==> src/rtl/fuzzy_mapping_seq.sv <==
// fuzzy_mapping_seq
//   Multi-channel sequential trapezoid fuzzifier. Each channel holds four
//   programmable nodes N0<=N1<=N2<=N3. An accepted sample is classified
//   against its channel's nodes. For the rising and falling slopes, a serial
//   encoder produces a LEVELS-bit thermometer code, one bit per cycle.
// Ports:
//   Clk/Reset                     clock, async active-high reset
//   CfgWe/CfgChan/CfgNode/CfgData node write port (any state)
//   InValid/InReady/InChan/InFixed   sample handshake
//   OutValid/OutReady/OutChan        result handshake
//   LocalFlag   {rising,core,falling}
//   LongBitData thermometer membership code, LSB-first fill
//   OutOfRange  sample outside [N0,N3]
//   ErrorReturn non-monotonic nodes or bad channel
module fuzzy_mapping_seq #(
  parameter int IN_W     = 4,
  parameter int LEVELS   = 10,
  parameter int CHANNELS = 2,
  parameter int NODE0    = 0,
  parameter int NODE1    = 4,
  parameter int NODE2    = 8,
  parameter int NODE3    = 12,
  localparam int CW      = (CHANNELS > 1) ? $clog2(CHANNELS) : 1
) (
  input  logic              Clk,
  input  logic              Reset,
  input  logic              CfgWe,
  input  logic [CW-1:0]     CfgChan,
  input  logic [1:0]        CfgNode,
  input  logic [IN_W-1:0]   CfgData,
  input  logic              InValid,
  output logic              InReady,
  input  logic [CW-1:0]     InChan,
  input  logic [IN_W-1:0]   InFixed,
  output logic              OutValid,
  input  logic              OutReady,
  output logic [CW-1:0]     OutChan,
  output logic [2:0]        LocalFlag,
  output logic [LEVELS-1:0] LongBitData,
  output logic              OutOfRange,
  output logic              ErrorReturn
);

  localparam int KW = $clog2(LEVELS + 1);
  localparam int PW = IN_W + KW;  // holds num*LEVELS and k*span without overflow

  typedef enum logic [1:0] {IDLE, CALC, DONE} state_t;
  state_t state, stateNext;

  logic [IN_W-1:0] nodes [CHANNELS][4];

  logic [PW-1:0] prod, span, acc;
  logic [KW-1:0] bitIdx;

  // Classification of the incoming sample against the current (pre-write) nodes
  logic              badChan, accept;
  logic [IN_W-1:0]   n0, n1, n2, n3;
  logic [2:0]        cFlag;
  logic [LEVELS-1:0] cCode;
  logic              cErr, cOor, cCalc;
  logic [IN_W-1:0]   cNum, cSpan;

  assign InReady  = (state == IDLE);
  assign OutValid = (state == DONE);
  assign accept   = InValid && InReady;

  always_comb begin
    badChan = (32'(InChan) >= CHANNELS);
    n0 = '0; n1 = '0; n2 = '0; n3 = '0;
    if (!badChan) begin
      n0 = nodes[InChan][0];
      n1 = nodes[InChan][1];
      n2 = nodes[InChan][2];
      n3 = nodes[InChan][3];
    end
    cFlag = 3'b000;
    cCode = '0;
    cErr  = 1'b0;
    cOor  = 1'b0;
    cCalc = 1'b0;
    cNum  = '0;
    cSpan = '0;
    if (badChan || n0 > n1 || n1 > n2 || n2 > n3) begin
      cErr = 1'b1;
    end else if (InFixed < n0 || InFixed > n3) begin
      cOor = 1'b1;
    end else if (InFixed >= n1 && InFixed <= n2) begin
      // core takes both boundaries, so the slopes below never see span==0
      cFlag = 3'b010;
      cCode = '1;
    end else if (InFixed < n1) begin
      cFlag = 3'b100;
      cCalc = 1'b1;
      cNum  = InFixed - n0;
      cSpan = n1 - n0;
    end else begin
      cFlag = 3'b001;
      cCalc = 1'b1;
      cNum  = n3 - InFixed;
      cSpan = n3 - n2;
    end
  end

  always_ff @(posedge Clk or posedge Reset) begin
    if (Reset) state <= IDLE;
    else       state <= stateNext;
  end

  always_comb begin
    stateNext = state;
    case (state)
      IDLE: if (accept) stateNext = cCalc ? CALC : DONE;
      CALC: if (bitIdx == KW'(LEVELS - 1)) stateNext = DONE;
      DONE: if (OutReady) stateNext = IDLE;
      default: stateNext = IDLE;
    endcase
  end

  always_ff @(posedge Clk or posedge Reset) begin
    if (Reset) begin
      for (int c = 0; c < CHANNELS; c++) begin
        nodes[c][0] <= IN_W'(NODE0);
        nodes[c][1] <= IN_W'(NODE1);
        nodes[c][2] <= IN_W'(NODE2);
        nodes[c][3] <= IN_W'(NODE3);
      end
      OutChan     <= '0;
      LocalFlag   <= '0;
      LongBitData <= '0;
      OutOfRange  <= 1'b0;
      ErrorReturn <= 1'b0;
      prod        <= '0;
      span        <= '0;
      acc         <= '0;
      bitIdx      <= '0;
    end else begin
      if (CfgWe && 32'(CfgChan) < CHANNELS)
        nodes[CfgChan][CfgNode] <= CfgData;
      if (accept) begin
        // Snapshot: only num*LEVELS and span are kept, so later node
        // writes cannot disturb the sample in flight.
        OutChan     <= InChan;
        LocalFlag   <= cFlag;
        LongBitData <= cCode;
        OutOfRange  <= cOor;
        ErrorReturn <= cErr;
        prod        <= PW'(cNum) * PW'(LEVELS);
        span        <= PW'(cSpan);
        acc         <= PW'(cSpan);
        bitIdx      <= '0;
      end else if (state == CALC) begin
        // bit k-1 = num*LEVELS >= k*span, acc tracks k*span
        LongBitData[bitIdx] <= (prod >= acc);
        acc                 <= acc + span;
        bitIdx              <= bitIdx + 1'b1;
      end
    end
  end

endmodule

==> config.mk <==
export PLATFORM = sky130hd
export DESIGN_NAME = fuzzy_mapping_seq
export DESIGN_NICKNAME = d
export VERILOG_FILES = /design/src/rtl/fuzzy_mapping_seq.sv
export SDC_FILE = /design/constraint.sdc
export NUM_CORES = 1
export LEC_CHECK = 0
export CORE_MARGIN = 10
export CORE_UTILIZATION = 36
export DETAILED_ROUTE_END_ITERATION = 10
export GPL_TIMING_DRIVEN = 0
export PLACE_DENSITY_LB_ADDON = 0.1
export SLEW_MARGIN = 0
export SYNTH_ARGS = -nofsm -noshare
export SYNTH_HDL_FRONTEND = slang
export SYNTH_SLANG_ARGS = --single-unit
==> constraint.sdc <==
create_clock -name Clk -period 10.1 [get_ports Clk]
set_input_delay 2.525 -clock Clk [delete_from_list [all_inputs] [get_ports Clk]]
set_output_delay 2.525 -clock Clk [all_outputs]
set_load 0.01 [all_outputs]
Word-level counts from Yosys, hierarchy flattened
Cells that the tools add are included.

word-level totals
  register bits = 73
  latch bits = 0
  memory bits (writable) = 0
  bits in read-only memories = 0
  input port bits = 17
  output and inout bits = 18
  logic and storage cells = 104
  memories kept = 0

cells by class
  add/sub/neg operators = 6
  multipliers = 1
  divide/modulo/power cells = 0
  magnitude comparators = 16
  eq/ne operators = 6
  shift-type cells = 0
  multiplexer cells = 43
  bitwise gates (word level) = 3
  reduce and logical (&&, ||, !) cells = 11

operator list
  operator                                                                      number
  16-bit two-way mux                                                            4
  10-bit two-way mux                                                            5
  4-bit two-way mux                                                             11
  32-bit bitwise mux                                                            1
  16-bit demux with 1-bit select                                                1
  4-bit greater-than comparator                                                 4
  8-bit two-way mux                                                             2
  4-bit subtractor                                                              4
  3-bit two-way mux                                                             4
  10-bit bitwise mux                                                            1
  8-bit by 4-bit adder with 8-bit output                                        1
  4-bit demux with 2-bit select                                                 1
  8-bit >= comparator                                                           1
  4-bit less-than comparator                                                    2
  2-bit two-way mux                                                             4
  4-bit by 3-bit multiplier with 7-bit output, second input constant            1
  1-bit two-way mux                                                             7
  2-bit case mux with 3 select lines                                            1
  1-bit logical AND                                                             5
  4-bit by 5-bit less-than comparator with 1-bit output, second input constant  1
  4-bit by 1-bit adder with 4-bit output, second input constant                 1
  1-bit demux with 4-bit select                                                 1
  4-bit equality test, second input constant                                    1
  2-bit >= comparator, second input constant                                    2
  other kinds (16)                                                              20

Longest topological paths before layout
  word-level depth = 12
  depth in mapped cells = 17

Worst setup path after synthesis
OpenSTA, ideal clock, no wires.

  kind = in2reg
  from = in InChan
  to = reg prod[6]
  arrival time = 5980 ps
  data required time = 10018 ps
  slack = 4038 ps
  cell stages on the path = 17
  cells stage by stage = clkbuf_1 > buf_2 > mux2i_1 > ha_1 > inv_1 > fa_1 > nand3_1 > a22oi_2 > and2_4 > nand3_2 > buf_6 > nor2_1 > ha_1 > ha_1 > fa_1 > or3_1 > a31oi_1

between the ends
  cells in the longest elaborated chain, start to end = 10

ends and longest elaborated chain
  what                                                           line    text
  start, declared                                                33      input logic [CW-1:0] InChan,
  1-bit NOT with 2-bit output (not written as such) (*)          n/a
  16-bit two-way mux (not written as such) (*) (3 in series)     74      n3 = nodes[InChan][3];
  4-bit subtractor, or another cell as far along                 99      cNum = n3 - InFixed;
  4-bit two-way mux / 1-bit logical AND (equally long branches)  91, 87
  4-bit two-way mux                                              87      end else if (InFixed >= n1 && InFixed <= n2) begin
  4-bit two-way mux                                              85      end else if (InFixed < n0 || InFixed > n3) begin
  4-bit two-way mux (*)                                          83      if (badChan || n0 > n1 || n1 > n2 || n2 > n3) begin
  named net cNum[1]                                              61      logic [IN_W-1:0] cNum, cSpan;
  4-bit by 3-bit multiplier with 7-bit output (*)                147     prod <= PW'(cNum) * PW'(LEVELS);
  end signal, assigned                                           147
  end, declared                                                  52      logic [PW-1:0] prod, span, acc;

Mark *: on every way through the listed nets, which the timed path passes. The rest lies on a longest branch. The select of a mux whose other input is x is not followed.
A chain may end at the register's enable or synchronous reset.

Final worst setup path
Same ends and word-level chain as after synthesis.

==> results.sh <==
export IMPL_cp_end_kind="register"
export IMPL_combPwrFrac=0.407
export IMPL_diodes=0
export IMPL_outcome="completed"
export IMPL_dr_wl_met3_um=330
export IMPL_synth_top_area_frac=0.352
export IMPL_wire_per_inst_um=16.5
export IMPL_ir_drop_uv=121
export IMPL_power_share_switching=0.345
export IMPL_pwr_share_clk=0.244
export IMPL_ys_flop_type="dfrtp_1"
export IMPL_final_cell_area_um2=5450
export IMPL_cp_required_ns=10.36
export IMPL_m1WireLength_um=4810
export IMPL_hp_class="reg -> reg"
export IMPL_grt_pass1_vias=3369
export IMPL_synth_common_cells="dfrtp_1, ha_1, mux2_2, nand2_1, inv_1"
export IMPL_start_util=0.367
export IMPL_htree_levels=3
export IMPL_synth_seq_cells=73
export IMPL_insertion_delay_ns=0.34
export IMPL_postSynthAreaPerCell_um2=11.0
export IMPL_grt_overflow_total=0
export IMPL_min_period_ns=6.40
export IMPL_crit_type="in -> reg"
export IMPL_nets=539
export IMPL_yosysMostFrequentCell="dfrtp_1"
export IMPL_path_max_fanout=10
export IMPL_p_int_w=0.000740
export IMPL_finalSetupViolCount=0
export IMPL_met2_length_um=5310
export IMPL_pwr_share_seq=0.348
export IMPL_yosysUniqueCellTypes=54
export IMPL_cp_start_kind="input port"
export IMPL_grt_pass1_wl_um=17700
export IMPL_synth_edff_count=0
export IMPL_clock_sinks=73
export IMPL_post_place_cells=628
export IMPL_place_hpwl_um=8200
export IMPL_ys_seq_area_frac=0.397
export IMPL_arrival_ns=6.66
export IMPL_postRouteAntennaNets=0
export IMPL_power_density_nw_per_um2=207
export IMPL_coreArea_um2=12600
export IMPL_die_area_um2=17800
export IMPL_path_clk_slew_ns=0.06
export IMPL_cts_max_path_buffers=2
export IMPL_row_count=41
export IMPL_worst_pin_slew_ns=0.699
export IMPL_die_w_um=133
export IMPL_syn_nets=494
export IMPL_post_cts_buffers=0
export IMPL_vias=3195
export IMPL_switchingPower_w=0.000390
export IMPL_relSlewSlack=0.530
export IMPL_netlist_area_um2=4630
export IMPL_drv_slew=0
export IMPL_drive_gt1_frac=0.194
export IMPL_drc=0
export IMPL_vias_per_cell=4.98
export IMPL_tns_ns=0
export IMPL_cts_hold_fix_buffers=0
export IMPL_hold_slack_ns=0.482
export IMPL_syn_inst=422
export IMPL_dpl_cell_area_um2=5200
export IMPL_rsz0062_at_grt="false"
export IMPL_routed_top_layer="met4"
export IMPL_grt_use_total=0.125
export IMPL_first_pass_iters=4
export IMPL_max_cap_violations=0
export IMPL_p_leak_nw=2.43
export IMPL_instances_no_fill=642
export IMPL_antenna_found_initial=0
export IMPL_port_buffers=33
export IMPL_gp_congestion=0.813
export IMPL_skew_ns=0.00676
export IMPL_yosysWarnings=0
export IMPL_period_share=0.634
export IMPL_hold_violations=0
export IMPL_ys_async_sr_fraction=1.00
export IMPL_syn2layout_area_growth_pct=17.7
export IMPL_max_freq_ghz=0.156
export IMPL_ios=35
export IMPL_cts_buffers=9
export IMPL_cts_resized=0
export IMPL_drt_iter0_drc=120
export IMPL_root_buffer="clkbuf_16"
export IMPL_dieHeight_um=133
export IMPL_drt_wl_total_um=10600
export IMPL_cts_tree="done"
export IMPL_synth_area_leaders="dfrtp_1, ha_1, mux2_2"
export IMPL_grt_max_degree=65
export IMPL_synth_top_cell_by_area="dfrtp_1"
-- through the flow --
step	total power [W]	setup WS, ns	util
2_1_floorplan	0.000706	4.04	-
6_report	0.00113	3.70	0.432
3_5_place_dp	0.000864	3.26	0.412
3_3_place_gp	0.000855	3.26	0.410
4_1_cts	0.00115	3.61	0.432
5_1_grt	0.00122	3.40	0.432
-- path summary, 6_finish.rpt --
kind / from / end / slack (ns) / cells after the start
setup reg to reg: nodes[13] / prod[6] / 6.43 / 13
max in group asynchronous: Reset / nodes[19] / 7.06 / 3
setup / recovery: InChan / prod[6] / 3.70 / 15
hold reg to reg: LocalFlag[0] / LocalFlag[0] / 0.48 / 2
min in group asynchronous: Reset / LongBitData[2] / 2.44 / 2
hold / removal: LocalFlag[0] / LocalFlag[0] / 0.48 / 2
-- placed cells by master (no fill, tap or decap), types with 4 or more instances in the layout --
| cell type | count |
|---|---|
| o21ai_0 | 10 |
| xor2_1 | 4 |
| a21o_1 | 6 |
| dfstp_2 | 8 |
| nor2_1 | 8 |
| o21ai_1 | 7 |
| a21oi_1 | 18 |
| a311oi_1 | 6 |
| clkbuf_1 | 8 |
| ha_1 | 49 |
| a211oi_1 | 10 |
| fa_1 | 6 |
| nor3_1 | 11 |
| nor2b_1 | 7 |
| buf_2 | 6 |
| dfrtp_1 | 65 |
| nand2b_1 | 4 |
| inv_1 | 28 |
| xnor2_1 | 5 |
| mux2_2 | 39 |
| clkbuf_16 | 9 |
| nand3_1 | 11 |
| nand4_1 | 6 |
| mux2i_1 | 20 |
| clkdlybuf4s50_1 | 33 |
| nand2_1 | 39 |
-- routing by layer --
layer  track usage  vias to the layer above
met4        0.0453                        0
met1         0.146                     1527
met3        0.0361                       13
met2         0.212                       44
li1              -                     1611
met5             0                        -
-- power by group through the flow --
stage	Clock [W]	Sequential [W]	Combinational, W
6_report	0.000276	0.000393	0.000460
5_1_grt	0.000301	0.000402	0.000512
4_1_cts	0.000288	0.000394	0.000467
3_5_place_dp	0	0.000399	0.000465
3_3_place_gp	0	0.000397	0.000459
2_1_floorplan	0	0.000402	0.000303
-- cell families after synthesis --
group,synth area share
buffers and inverters,0.0414
muxes,0.138
AOI/OAI and AO/OA,0.123
DFF,0.397
adders and majority gates,0.159
xor gates and xnor gates,0.0170
and+or+nand+nor,0.124
-- registers in the layout (all words and copies together) (netlist names) --
register     count
state            2
ErrorReturn      1
nodes           32
span             4
OutOfRange       1
prod             7
LocalFlag        3
OutChan          1
LongBitData     10
bitIdx           4
acc              8
-- worst max-delay path: stages --
cell and delay (ns):
clkbuf_1 0.38, buf_2 0.43, mux2i_1 0.61, fa_1 0.32, nand3_1 0.09, a22oi_2 0.24
and2_4 0.20, nand3_2 0.13, buf_6 0.19, nor2_1 0.13, ha_1 0.25, ha_1 0.23
fa_1 0.38, or3_1 0.37, a31oi_1 0.16
-- layout make-up --
cell class | instances | area (um^2)
Buffer | 13 | 82.6
Clock buffer | 13 | 240
Clock inverter | 1 | 5.00
Fill cell | 1246 | 7170
Inverter | 29 | 111
Multi-Input combinational cell | 307 | 2600
Sequential cell | 73 | 1840
Tap cell | 172 | 215
Timing Repair Buffer | 34 | 358
No activity file was read; power rests on OpenSTA's default activity.
==> variant, RTL diff (same settings) <==
Change the parameter `IN_W` from 4 to 6.
--- a/src/rtl/fuzzy_mapping_seq.sv
+++ b/src/rtl/fuzzy_mapping_seq.sv
@@ -14,5 +14,5 @@
 //   ErrorReturn non-monotonic nodes or bad channel
 module fuzzy_mapping_seq #(
-  parameter int IN_W     = 4,
+  parameter int IN_W     = 6,
   parameter int LEVELS   = 10,
   parameter int CHANNELS = 2,
Ports: changed (resized CfgData and InFixed); port bits go from 35 to 39. The function was not compared with the original's and may differ.
==> variant against the unedited design <==
Synthesized cell count up 48%; sequential cell count up 22; area after synthesis up 36%; register-to-register slack worse by 1100 ps; total power up 25%; routed wire length up 54%; worst setup slack worse by 1400 ps; design area up 33%; critical path type unchanged; largest power group unchanged; highest routed layer unchanged.
==> variant: results (changes against the unedited design) <==
metric	value	unit	change
reg2reg_setup_slack	5350	ps	-1080 ps
synth_area_leaders	dfrtp_1, ha_1, mux2_2		
hold_depth	2		unchanged
slowest_delay	720	ps	+110 ps
cp.arrival	7990	ps	+1330 ps
crit_path_start	InChan		
clock-root-buffer	clkbuf_16		
netlist.area_leader.share	34.64	%	-0.52 points
grt_first_pass_wirelength	27390	µm	+55%
hold_end	OutChan		
hold_start	OutChan		
viasPerCell	5.333		+7.2%
cts.path.max_buffers	2		unchanged
fill_cells	1710		+37%
ys_async_sr_fraction	100.0	%	unchanged
outcome	complete, no violations		
leakagePower	3.321	nW	+37%
antenna_found_initial	0		unchanged
use_met3	2.964	%	-0.65 points
synth.cell_area	0.006285	mm²	+36%
grt_use_total	14.44	%	+1.9 points
grt_pass1_vias	5168		+53%
grt_max_degree	52		-20%
use_met1	17.15	%	+2.5 points
ir_worst_vdd	0.1066	mV	-12%
yosysSeqAreaShare	37.99	%	-1.7 points
htreeDepth	3		unchanged
io_buffers	34		+3.0%
r2r-start	nodes[19]		
nets	765		+42%
critPathSlowestCell	buf_1		
hp-class	reg -> reg		
drive_gt1_share	13.78	%	-5.6 points
synth_cell_types	59		+9.3%
insertion_delay	350	ps	
rr_worst_depth	16		+3
dpl.hpwl	12820	µm	+56%
fin_skew	9.932	ps	+3.169 ps
synthTopCellsByCount	dfrtp_1, ha_1, mux2_2, nand2_1, inv_1		
wl_per_cell	18.17	µm	+9.9%
r2r-end	prod[8]		
dr.first_iter.drc_count	203		+69%
ys_warn_count	0		unchanged
largestRegisters	nodes x48, LongBitData x10, acc x10		
tightest_slew	1414	ps	+714.4 ps
place.gp.congestion	0.8410		+3.5%
synth_fp_nets	719		+46%
use_met2	25.48	%	+4.3 points
variant: changes by cell type in the layout (fill, tap and decap cells not counted), moves of 10 or more:
cell	before	now
mux2_2	39	57
dfrtp_1	65	87
ha_1	49	68
nand3_1	11	21
nand2b_1	4	15
nor2_1	8	33
inv_1	28	44
a21oi_1	18	37
o21ai_0	10	35
variant: worst max path at each step:
stage                    to  depth (start not counted)
CTS                 prod[8]                         18
finish              prod[8]                         18
global placement    prod[8]                         18
floorplan           prod[8]                         18
detailed placement  prod[8]                         18
global route        prod[8]                         18
variant: final cells by class:
cell class	count	share of cell area [%]
tap	225	3.883
inverter	45	2.364
timing repair buffer	35	5.073
sequential	95	32.92
clock inverter	6	1.173
buffer	16	0.9491
clock buffer	10	3.158
multi-input combinational	468	50.47
variant: power by group:
| group | internal (mW) | switching [mW] | leakage [nW] |
|---|---|---|---|
| clock network | 0.216 | 0.147 | 0.148 |
| registers | 0.451 | 0.0358 | 1.19 |
| logic | 0.253 | 0.309 | 1.99 |
variant: kinds of logic after synthesis:
family	synth area share (%)
compound gates	14.18
xor+xnor	1.394
fa+ha+maj	15.45
buf+inv	3.782
flops	37.99
mux	13.72
simple gates	13.50
variant: routing by layer:
metal	up-vias	share of wire [%]
met5	-	0
met2	71	51
met4	0	1.8
li1	2341	-
met3	16	3.0
met1	2372	44
variant: metrics by stage:
step / setup WS [ps] / instance area, µm² / cells / utilization [%] / hold WS [ps]
floorplan: 3064 / 6285 / 624 / - / 445.0
global placement: 1869 / 6907 / 883 / 40.21 / 459.1
detailed placement: 1848 / 6937 / 884 / 40.38 / 473.4
CTS: 2220 / 7251 / 900 / 42.21 / 488.1
global route: 1930 / 7251 / 900 / 42.21 / 503.4
finish: 2324 / 7251 / 900 / 42.21 / 484.0
